==> src/rtl/difftest_step_scheduler_pkg.sv <==
// Shared types and constants for the difftest step scheduler.
package difftest_sched_pkg;

  typedef enum logic [1:0] {
    ACCUM = 2'd0,
    REQ   = 2'd1,
    WAIT  = 2'd2,
    DONE  = 2'd3
  } sched_state_e;

  localparam logic [31:0] RES_PASS          = 32'h0;
  localparam logic [31:0] GCPT_CODE_DEFAULT = 32'hff;

endpackage

==> src/rtl/difftest_step_scheduler_if.sv <==
// Check-request / check-result channel between the scheduler (master) and the checker (slave).
interface difftest_step_scheduler_if #(
  parameter int ACC_WIDTH = 16
);
  logic                 req_valid;
  logic                 req_ready;
  logic [ACC_WIDTH-1:0] req_steps;
  logic                 rsp_valid;
  logic [31:0]          rsp_result;

  modport master (
    output req_valid,
    output req_steps,
    input  req_ready,
    input  rsp_valid,
    input  rsp_result
  );

  modport slave (
    input  req_valid,
    input  req_steps,
    output req_ready,
    output rsp_valid,
    output rsp_result
  );
endinterface

==> src/rtl/difftest_step_scheduler_acc.sv <==
// Step accumulator: adds accepted steps, clears on batch launch, flags when
// another worst-case step might not fit.
module difftest_step_acc #(
  parameter int STEP_WIDTH = 8,
  parameter int ACC_WIDTH  = 16
) (
  input  logic                  clock,
  input  logic                  reset,
  input  logic [STEP_WIDTH-1:0] in_step_i,
  input  logic                  launch_i,
  output logic [ACC_WIDTH-1:0]  acc_o,
  output logic                  stall_full_o
);

  localparam logic [ACC_WIDTH-1:0] FULL_LIM =
    {ACC_WIDTH{1'b1}} - ACC_WIDTH'({STEP_WIDTH{1'b1}});

  logic [ACC_WIDTH-1:0] acc_q, acc_d;

  // The step accepted in the launch cycle belongs to the launched batch.
  always_comb begin
    acc_d = acc_q + ACC_WIDTH'(in_step_i);
    if (launch_i) acc_d = '0;
  end

  always_ff @(posedge clock) begin
    if (!reset) acc_q <= '0;
    else        acc_q <= acc_d;
  end

  assign acc_o        = acc_q;
  assign stall_full_o = (acc_q > FULL_LIM);

endmodule

==> src/rtl/difftest_step_scheduler.sv <==
// Batches DUT commit steps into checker requests and classifies checker results.
// Optional partial-batch flush on idle timeout: define DIFFTEST_BATCH_FLUSH_EN.
//
// state | meaning
// ACCUM | gathering steps, launch on threshold (or idle flush)
// REQ   | request presented, waiting for req_ready
// WAIT  | request accepted, waiting for checker result
// DONE  | run terminated (gcpt exit or mismatch), absorbing
module difftest_step_scheduler
  import difftest_sched_pkg::*;
#(
  parameter int          STEP_WIDTH    = 8,
  parameter int          ACC_WIDTH     = 16,
  parameter int          BATCH_THRESH  = 64,
  parameter int          FLUSH_TIMEOUT = 256,
  parameter logic [31:0] GCPT_CODE     = GCPT_CODE_DEFAULT
) (
  input  logic                      clock,
  input  logic                      reset,
  input  logic [STEP_WIDTH-1:0]     in_step_i,
  output logic                      stall_o,
  difftest_step_scheduler_if.master chk,
  output logic [63:0]               cycle_cnt_o,
  output logic                      done_o,
  output logic                      fail_o,
  output logic                      gcpt_exit_o
);

  sched_state_e         state_q;
  logic                 req_valid_q;
  logic [ACC_WIDTH-1:0] req_steps_q;
  logic                 done_q, fail_q, gcpt_exit_q;
  logic [63:0]          cycle_cnt_q;

  logic [ACC_WIDTH-1:0]  acc;
  logic                  stall_full, stall, launch, flush_hit;
  logic [STEP_WIDTH-1:0] step_acc;
  logic [ACC_WIDTH-1:0]  sum;

  assign stall    = stall_full || (state_q == DONE);
  assign step_acc = stall ? '0 : in_step_i;
  assign sum      = acc + ACC_WIDTH'(step_acc);

`ifdef DIFFTEST_BATCH_FLUSH_EN
  localparam int FLUSH_W = $clog2(FLUSH_TIMEOUT + 1);
  logic [FLUSH_W-1:0] idle_cnt_q;

  assign flush_hit = (state_q == ACCUM) && (step_acc == '0) && (acc != '0) &&
                     (idle_cnt_q == FLUSH_W'(FLUSH_TIMEOUT - 1));

  always_ff @(posedge clock) begin
    if (!reset)
      idle_cnt_q <= '0;
    else if ((state_q != ACCUM) || launch || (step_acc != '0) || (acc == '0))
      idle_cnt_q <= '0;
    else
      idle_cnt_q <= idle_cnt_q + 1'b1;
  end
`else
  assign flush_hit = 1'b0;
`endif

  assign launch = (state_q == ACCUM) &&
                  ((sum >= ACC_WIDTH'(BATCH_THRESH)) || flush_hit);

  difftest_step_acc #(
    .STEP_WIDTH (STEP_WIDTH),
    .ACC_WIDTH  (ACC_WIDTH)
  ) u_acc (
    .clock        (clock),
    .reset        (reset),
    .in_step_i    (step_acc),
    .launch_i     (launch),
    .acc_o        (acc),
    .stall_full_o (stall_full)
  );

  always_ff @(posedge clock) begin
    if (!reset) begin
      state_q     <= ACCUM;
      req_valid_q <= 1'b0;
      req_steps_q <= '0;
      done_q      <= 1'b0;
      fail_q      <= 1'b0;
      gcpt_exit_q <= 1'b0;
    end else begin
      case (state_q)
        ACCUM: begin
          if (launch) begin
            state_q     <= REQ;
            req_valid_q <= 1'b1;
            req_steps_q <= sum;
          end
        end
        REQ: begin
          if (chk.req_ready) begin
            state_q     <= WAIT;
            req_valid_q <= 1'b0;
          end
        end
        WAIT: begin
          if (chk.rsp_valid) begin
            if (chk.rsp_result == RES_PASS) begin
              state_q <= ACCUM;
            end else begin
              state_q <= DONE;
              done_q  <= 1'b1;
              if (chk.rsp_result == GCPT_CODE) gcpt_exit_q <= 1'b1;
              else                             fail_q      <= 1'b1;
            end
          end
        end
        DONE:    state_q <= DONE;
        default: state_q <= ACCUM;
      endcase
    end
  end

  always_ff @(posedge clock) begin
    if (!reset) cycle_cnt_q <= '0;
    else        cycle_cnt_q <= cycle_cnt_q + 64'd1;
  end

  assign chk.req_valid = req_valid_q;
  assign chk.req_steps = req_steps_q;
  assign stall_o       = stall;
  assign cycle_cnt_o   = cycle_cnt_q;
  assign done_o        = done_q;
  assign fail_o        = fail_q;
  assign gcpt_exit_o   = gcpt_exit_q;

endmodule

==> src/flat_wrapper.sv <==
// flat-port wrapper written by rule: the top's interface ports become plain ports
module difftest_step_scheduler_flat import difftest_sched_pkg::*;
#(
  parameter int          STEP_WIDTH    = 8,
  parameter int          ACC_WIDTH     = 16,
  parameter int          BATCH_THRESH  = 64,
  parameter int          FLUSH_TIMEOUT = 256,
  parameter logic [31:0] GCPT_CODE     = GCPT_CODE_DEFAULT
)
  (clock, reset, in_step_i, stall_o, cycle_cnt_o, done_o, fail_o, gcpt_exit_o, chk_req_valid, chk_req_steps, chk_req_ready, chk_rsp_valid, chk_rsp_result);
  difftest_step_scheduler_if #(.ACC_WIDTH(ACC_WIDTH)) chk_i ();
  input  logic clock;
  input  logic reset;
  input  logic [STEP_WIDTH-1:0] in_step_i;
  output logic stall_o;
  output logic [63:0] cycle_cnt_o;
  output logic done_o;
  output logic fail_o;
  output logic gcpt_exit_o;
  output wire logic [$bits(chk_i.req_valid)-1:0] chk_req_valid;
  output wire logic [$bits(chk_i.req_steps)-1:0] chk_req_steps;
  input wire logic [$bits(chk_i.req_ready)-1:0] chk_req_ready;
  input wire logic [$bits(chk_i.rsp_valid)-1:0] chk_rsp_valid;
  input wire logic [$bits(chk_i.rsp_result)-1:0] chk_rsp_result;
  assign chk_req_valid = chk_i.req_valid;
  assign chk_req_steps = chk_i.req_steps;
  assign chk_i.req_ready = chk_req_ready;
  assign chk_i.rsp_valid = chk_rsp_valid;
  assign chk_i.rsp_result = chk_rsp_result;
  difftest_step_scheduler #(.STEP_WIDTH(STEP_WIDTH), .ACC_WIDTH(ACC_WIDTH), .BATCH_THRESH(BATCH_THRESH), .FLUSH_TIMEOUT(FLUSH_TIMEOUT), .GCPT_CODE(GCPT_CODE)) u_core (.clock(clock), .reset(reset), .in_step_i(in_step_i), .stall_o(stall_o), .chk(chk_i), .cycle_cnt_o(cycle_cnt_o), .done_o(done_o), .fail_o(fail_o), .gcpt_exit_o(gcpt_exit_o));
endmodule
==> config.mk <==
export PLATFORM = sky130hd
export DESIGN_NAME = difftest_step_scheduler_flat
export DESIGN_NICKNAME = d
export VERILOG_FILES = /design/src/rtl/difftest_step_scheduler_pkg.sv /design/src/rtl/difftest_step_scheduler_if.sv /design/src/rtl/difftest_step_scheduler_acc.sv /design/src/rtl/difftest_step_scheduler.sv /design/src/flat_wrapper.sv
export SDC_FILE = /design/constraint.sdc
export NUM_CORES = 1
export LEC_CHECK = 0
export BUFFER_PORTS_ARGS = -buffer_cell sky130_fd_sc_hd__buf_2
export CORE_MARGIN = 1.5
export CORE_UTILIZATION = 30
export CTS_BUF_LIST = sky130_fd_sc_hd__clkbuf_16
export DETAILED_ROUTE_END_ITERATION = 10
export PLACE_DENSITY = 0.57
export SLEW_MARGIN = 40
export SYNTH_ARGS = -nofsm -noshare
export SYNTH_HDL_FRONTEND = slang
export SYNTH_SLANG_ARGS = --single-unit
export TNS_END_PERCENT = 1
==> constraint.sdc <==
create_clock -name clock -period 4.3 [get_ports clock]
set_input_delay 0.215 -clock clock [delete_from_list [all_inputs] [get_ports clock]]
set_output_delay 0.215 -clock clock [all_outputs]
set_load 0.01 [all_outputs]
==> results of run 1 <==
[worst reg2reg max path: cells and delay by family (launching register included)]
| family | cells | cell delay, ps |
|---|---|---|
| buffers and inverters | 1 | 170 |
| AOI/OAI and AO/OA | 3 | 750 |
| adders and majority gates | 1 | 460 |
| xor gates and xnor gates | 1 | 350 |
| and+or+nand+nor | 7 | 1610 |
| DFF | 1 | 550 |
[logic make-up after synthesis]
kind of cell / count (synthesis)
XOR/XNOR: 71
adder cells (fa/ha/maj): 10
buffers and inverters: 37
AO/OA/AOI/OAI: 85
multiplexers: 2
AND/OR/NAND/NOR: 302
flip-flops: 102
[power breakdown]
part / switching, mW / internal [mW]
logic: 0.520 / 0.347
clock network: 0.366 / 0.450
registers: 0.0644 / 1.03
[what timing repair did]
action / in CTS / in global routing
resized for setup: 0 / 1
setup endpoints to repair: 0 / 31
buffers inserted: 0 / 2
[metal layers]
layer	track usage, %	part of all wire [%]
met5	0	0
met4	4.659	1.8
met3	4.611	5.9
met2	26.49	47
met1	19.98	46
[worst paths after layout]
check	start	to	slack, ps
setup / recovery	u_core.u_acc.acc_o[8]	u_core.u_acc.acc_o[10]	340
hold / removal	chk_rsp_valid	u_core.state_q[1]	150
setup reg to reg	u_core.u_acc.acc_o[8]	u_core.u_acc.acc_o[10]	340
hold reg to reg	u_core.fail_o	u_core.fail_o	460
[synthesized netlist by cell type, drive strengths merged (9+ instances only)]
library cell and n:
a21oi 13, and3 17, nor3 21, xnor2 28, o21ai 13, xor2 43, dfxtp 102, clkbuf 11
nor2 102, nand3 34, nand2 51, nand4 18, ha 9, inv 18, nor4 15, and2 13
[placed cells by master, fill, tap and decap left out, types with 4 or more instances in the layout]
cell type	n
buf_2	128
dfxtp_1	102
nand2_1	50
or3_1	7
nor2b_1	4
nand3_1	32
buf_4	8
clkbuf_16	9
nor3_1	18
ha_1	9
o31ai_1	5
nor4_1	14
xor2_1	43
a2bb2oi_1	7
nor2_1	102
nand4_1	18
and3_1	17
xnor2_1	28
a211oi_1	4
o21ai_0	11
a21oi_1	11
o311ai_1	6
and4_1	6
o21a_1	4
inv_1	20
and2_1	13
nand2b_1	4
[through the flow]
step | cell area, um2 | setup slack, ps | utilization, % | hold WS (ps)
after floorplan | 5155 | 739.2 | - | 397.0
after detailed placement | 6035 | 207.8 | 36.13 | 454.1
final | 6346 | 337.4 | 38.00 | 147.5
after global placement | 6030 | 367.1 | 36.10 | 442.5
after CTS | 6326 | 116.6 | 37.88 | 133.3
after global routing | 6346 | 39.35 | 38.00 | 160.7
[state kept, by name, summed over array words and instances, names as in the netlist]
signal                cells
u_core.chk.req_steps     16
u_core.state_q            2
u_core.cycle_cnt_o       64
u_core.gcpt_exit_o        1
u_core.done_o             1
u_core.fail_o             1
u_core.u_acc.acc_o       16
u_core.chk.req_valid      1
[area by class of cell]
type / instances / area [um2] / area share (%)
well taps: 220 / 275.3 / 4.338
repair buffers: 136 / 700.7 / 11.04
clock buffers: 9 / 225.2 / 3.549
inverters: 18 / 67.56 / 1.065
clock inverters: 7 / 66.31 / 1.045
multi-input cells: 470 / 2969 / 46.79
flip-flops and latches: 102 / 2042 / 32.18
==> reports/qor.yml, run 1 <==
grt:
  antenna_found_initial: 0
  grt_pass1_wl_um: 23070
  first_global_vias: 4478
  grt_overflow: 0
  grt_max_degree: 53
  gr-usage-all-layers_pct: 15.91
routing:
  drt-total-wl_um: 14110
  num_vias: 4723
  route.detailed.drc: 0
  wl_per_cell_um: 14.67
  drt_iter0_markers: 221
  drt_pass1_iterations: 4
  vias_per_cell: 4.910
  drtAntennaViolNets: 0
run:
  maxCapViolCount: 0
yosys:
  synth.area.top_cells: "dfxtp_1 (40%), nor2_1 (7.4%), xor2_1 (7.3%), xnor2_1 (4.8%), nand2_1 (3.6%)"
  synth-adder-area-share_pct: 2.573
  ys_seq_elements: 102
  synth_edf_count: 0
  synth_top_family_by_area: "simple AND/OR/NAND/NOR gates"
  async_flop_share_pct: 0
  syn-mean-instance-area_um2: 8.465
  yosysTopAreaCellShare_pct: 39.61
  synth_xor_xnor_area_share_pct: 12.06
  synthSimpleGateAreaFrac_pct: 29.34
  synthCells: 609
  ys_seq_area_share_pct: 39.61
  synth.area.mux_share_pct: 0.4126
  yosys.cell_types.count: 69
  netlist_area_mm2: 0.005155
  syn_nets: 663
  yosys_warnings: 0
  yosysTopAreaCell: "dfxtp_1"
  synth_ff_type: "dfxtp_1"
  synth_compound_area_share_pct: 13.01
hold_path:
  holdPathStages: 4
  holdCritPathClass: "input pin to register"
pwr:
  p_total_mw: 2.773
  ir_drop_mv: 0.1966
  powerDensity_mw_per_mm2: 437.0
  p_leak_nw: 2.640
placed_design:
  numPortBuffers: 128
  gp_congestion: 0.8742
  dp_cells: 944
  post-dp-hpwl_um: 10530
critical_path:
  path_depth: 13
  reg2reg_depth: 13
  crit_fanout: 11
  arrival_ps: 4250
  endpoint_kind: "register"
  cp_common_cell: "nor3_1"
  crit_chain: "nand3_1 > nor3_1 > a22oi_2 > buf_4 > and2_1 > ha_1 > nand4_1 > nor3_1 > o21ai_1 > xor2_1 > nand4bb_1 > o31ai_4 > and3_1"
  critical_path_class: "register to register"
  critPathTopFamily: "simple AND/OR/NAND/NOR gates"
  start_kind: "register"
  cp_num_buf_inv: 1
  slowest_stage: "dfxtp_1"
  cp.required_ps: 4580
  cpPeakStageDelay_ps: 550
cells_and_area:
  layout-area-overhead-vs-synth_pct: 23.11
  nets: 791
  drive_above_1_share_pct: 23.45
  final_cell_count_no_fill: 962
  n_fill_cell: 1770
  antenna_cells: 0
sta:
  worstMarginPinSlew_ps: 762.3
  hold_viol: 0
  slew_headroom_pct: 48.71
  setup_viol: 0
  fin_worst_skew_ps: 8.440
  fin_crit_sh_pct: 92.15
  finalWorstPathRequiredPeriod_ps: 3963
  fmax_ghz: 0.2524
  rsz0062_at_grt: "false"
  drv_slew: 0
  tns_ps: 0
floorplanning:
  fp.dieW_um: 134.1
  rows: 47
  top_level_ports: 129
  die_y_um: 134.1
  initial_core_util_pct: 30.87
  die_area_mm2: 0.01798
  coreArea_mm2: 0.01670
clocking:
  cts_tree: "done"
  cts_root_buf: "clkbuf_16"
  clock_sinks: 102
  htreeDepth: 3
  clockBufferDepth: 2
  clk_latency_ps: 350
  clk_pin_slew_ps: 70
  cts_buffers: 9
  cts_hold_buf: 0
status:
  outcome: "finished clean"
Note: power is estimated with default switching activity, not from simulation.
==> run 2, diff against run 1 <==
RECOVER_POWER = 100   (was default)
==> run 2 against run 1 <==
  * The run now ends with capacitance limit, slew limit left
  * Critical path type unchanged
  * Maximum frequency fell by 0.43%
  * Largest power group unchanged
  * Via count fell by 0.13%
  * Clock skew fell by 1.1 ps
  * Cell count did not move
  * Total power fell by 0.72%
  * Register-to-register slack got worse by 20 ps
  * First-iteration DRC count rose by 8.1%
==> reports/qor.yml, run 2 (synthesis gave the netlist of run 1 again) <==
cells_and_area:
  drive_above_1_share_pct: 11.46  # was 23.45%
  largest_reg_flops: 64  # unchanged
  layout-area-overhead-vs-synth_pct: 20.73  # was 23.11%
  nets: 791  # unchanged
  mostFrequentLayoutCells: "nor2_1 (102), dfxtp_1 (102), clkbuf_1 (87)"  # was buf_2 (128), nor2_1 (102), dfxtp_1 (102)
  n_fill_cell: 1819  # was 1770
  fin_util_pct: 37.26  # was 38.00%
  multiInputGateArea_mm2: 0.002963  # was 0.002969 mm2
  antenna_cells: 0  # unchanged
  seq_area_mm2: 0.002042  # unchanged
  final_cell_area_mm2: 0.006223  # was 0.006346 mm2
grt:
  grt_pass1_wl_um: 23070  # unchanged
  grt_overflow: 0  # unchanged
  grt_max_degree: 53  # unchanged
  gr-usage-all-layers_pct: 15.91  # unchanged
  antenna_found_initial: 0  # unchanged
  first_global_vias: 4478  # unchanged
sta:
  hold_viol: 0  # unchanged
  fin_ws_ps: 320.1  # was 337.4 ps
  hold_slack_ps: 151.7  # was 147.5 ps
  rsz0062_at_grt: "false"  # unchanged
  finalWorstPathRequiredPeriod_ps: 3980  # was 3963 ps
  setup_viol: 0  # unchanged
  fmax_ghz: 0.2513  # was 0.2524 GHz
  slew_headroom_pct: -51.18  # was 48.71%
  worstMarginPinSlew_ps: 2268  # was 762.3 ps
  fin_worst_skew_ps: 7.378  # was 8.440 ps
  drv_slew: 53  # was 0
  fin_crit_sh_pct: 92.55  # was 92.15%
  tns_ps: 0  # unchanged
routing:
  wl_met1_um: 6388  # was 6432 um
  drt_pass1_iterations: 5  # was 4
  wl_per_cell_um: 14.63  # was 14.67 um
  vias_per_cell: 4.903  # was 4.910
  drtAntennaViolNets: 0  # unchanged
  drt_iter0_markers: 239  # was 221
  dr_wl_met2_um: 6645  # was 6593 um
  drt-total-wl_um: 14080  # was 14110 um
  top_layer_used: "met4"  # unchanged
  wl_met3_um: 790  # was 828 um
  route.detailed.drc: 0  # unchanged
  num_vias: 4717  # was 4723
pwr:
  seq_power_share_pct: 39.6  # was 39.3%
  powerDensity_mw_per_mm2: 442.4  # was 437.0 mW/mm2
  power_frac_comb_pct: 30.8  # was 31.3%
  ir_drop_mv: 0.1955  # was 0.1966 mV
  sw_frac_of_total_pct: 34.43  # was 34.25%
  power_frac_clock_pct: 29.6  # was 29.4%
  intPower_mw: 1.805  # was 1.823 mW
  power_switching_mw: 0.9480  # was 0.9497 mW
  p_leak_nw: 2.263  # was 2.640 nW
critical_path:
  arrival_ps: 4160  # was 4250 ps
  endpoint_kind: "register"  # unchanged
  cp.required_ps: 4480  # was 4580 ps
  start_kind: "register"  # unchanged
  reg2reg_depth: 13  # unchanged
  crit_fanout: 11  # unchanged
  critical_path_class: "register to register"  # unchanged
clocking:
  cts_root_buf: "clkbuf_16"  # unchanged
  cts_hold_buf: 0  # unchanged
  clock_sinks: 102  # unchanged
  clockBufferDepth: 2  # unchanged
  cts_buffers: 9  # unchanged
  clk_pin_slew_ps: 70  # about the same
  cts_tree: "done"  # unchanged
  htreeDepth: 3  # unchanged
  clk_latency_ps: 350  # about the same
floorplanning:
  top_level_ports: 129  # unchanged
  coreArea_mm2: 0.01670  # unchanged
  die_y_um: 134.1  # unchanged
  die_area_mm2: 0.01798  # unchanged
  rows: 47  # unchanged
  fp.dieW_um: 134.1  # unchanged
  initial_core_util_pct: 30.87  # unchanged
hold_path:
  holdCritPathClass: "input pin to register"  # unchanged
  holdPathStages: 4  # unchanged
placed_design:
  numPortBuffers: 128  # unchanged
  post-dp-hpwl_um: 10530  # unchanged
  dp_slack_ps: 207.8  # unchanged
  placedInstanceArea_mm2: 0.006035  # unchanged
  gp_congestion: 0.8742  # unchanged
run:
  maxCapViolCount: 1  # was 0
status:
  outcome: "finished with violations"  # was finished clean
  violations: "capacitance limit, slew limit"
## run 2: path summary, 6_finish.rpt
path / startpoint / end / slack, ps
max: u_core.u_acc.acc_o[8] / u_core.chk.req_steps[11] / 320
min: chk_rsp_valid / u_core.state_q[1] / 150
max reg2reg: u_core.u_acc.acc_o[8] / u_core.chk.req_steps[11] / 320
min reg2reg: u_core.chk.req_steps[7] / u_core.chk.req_steps[7] / 460
## run 2: layout make-up
cell class / instances / share of cell area (%)
well taps: 220 / 4.423
clock buffers: 9 / 3.619
clock inverters: 7 / 1.066
inverters: 18 / 1.086
flip-flops and latches: 102 / 32.81
repair buffers: 136 / 9.389
multi-input cells: 470 / 47.61
## run 2: critical path: stages, from the launching register on
cell and delay [ps]:
dfxtp_1 530, nand3_1 200, nor3_1 300, a22oi_2 140, buf_4 170, and2_0 170
ha_1 470, nand4_1 180, nor3_1 270, o21ai_1 130, xor2_1 350, nand4bb_1 260
o31ai_4 470, a211oi_1 140
## run 2: repair_timing
| action | in CTS | in global routing |
|---|---|---|
| gates resized for setup | 0 | 1 |
| setup endpoints to repair | 0 | 31 |
| setup buffers | 0 | 2 |
## run 2: power groups by stage
stage	Combinational (mW)	Clock [mW]	Sequential (mW)
after floorplan	0.593	0	1.11
after CTS	0.868	0.848	1.09
final	0.847	0.814	1.09
after detailed placement	0.861	0	1.11
after global routing	0.947	0.883	1.10
after global placement	0.866	0	1.11
## run 2: per-stage QoR
stage	power [mW]	cells
after floorplan	1.705	609
after global routing	2.931	962
after detailed placement	1.973	944
after CTS	2.805	960
after global placement	1.980	944
final	2.753	962
## run 2: layer usage
| metal | vias up | global-route usage, % |
|---|---|---|
| li1 | 2407 | - |
| met1 | 2182 | 19.98 |
| met2 | 106 | 26.49 |
| met3 | 22 | 4.611 |
| met4 | 0 | 4.659 |
| met5 | - | 0 |
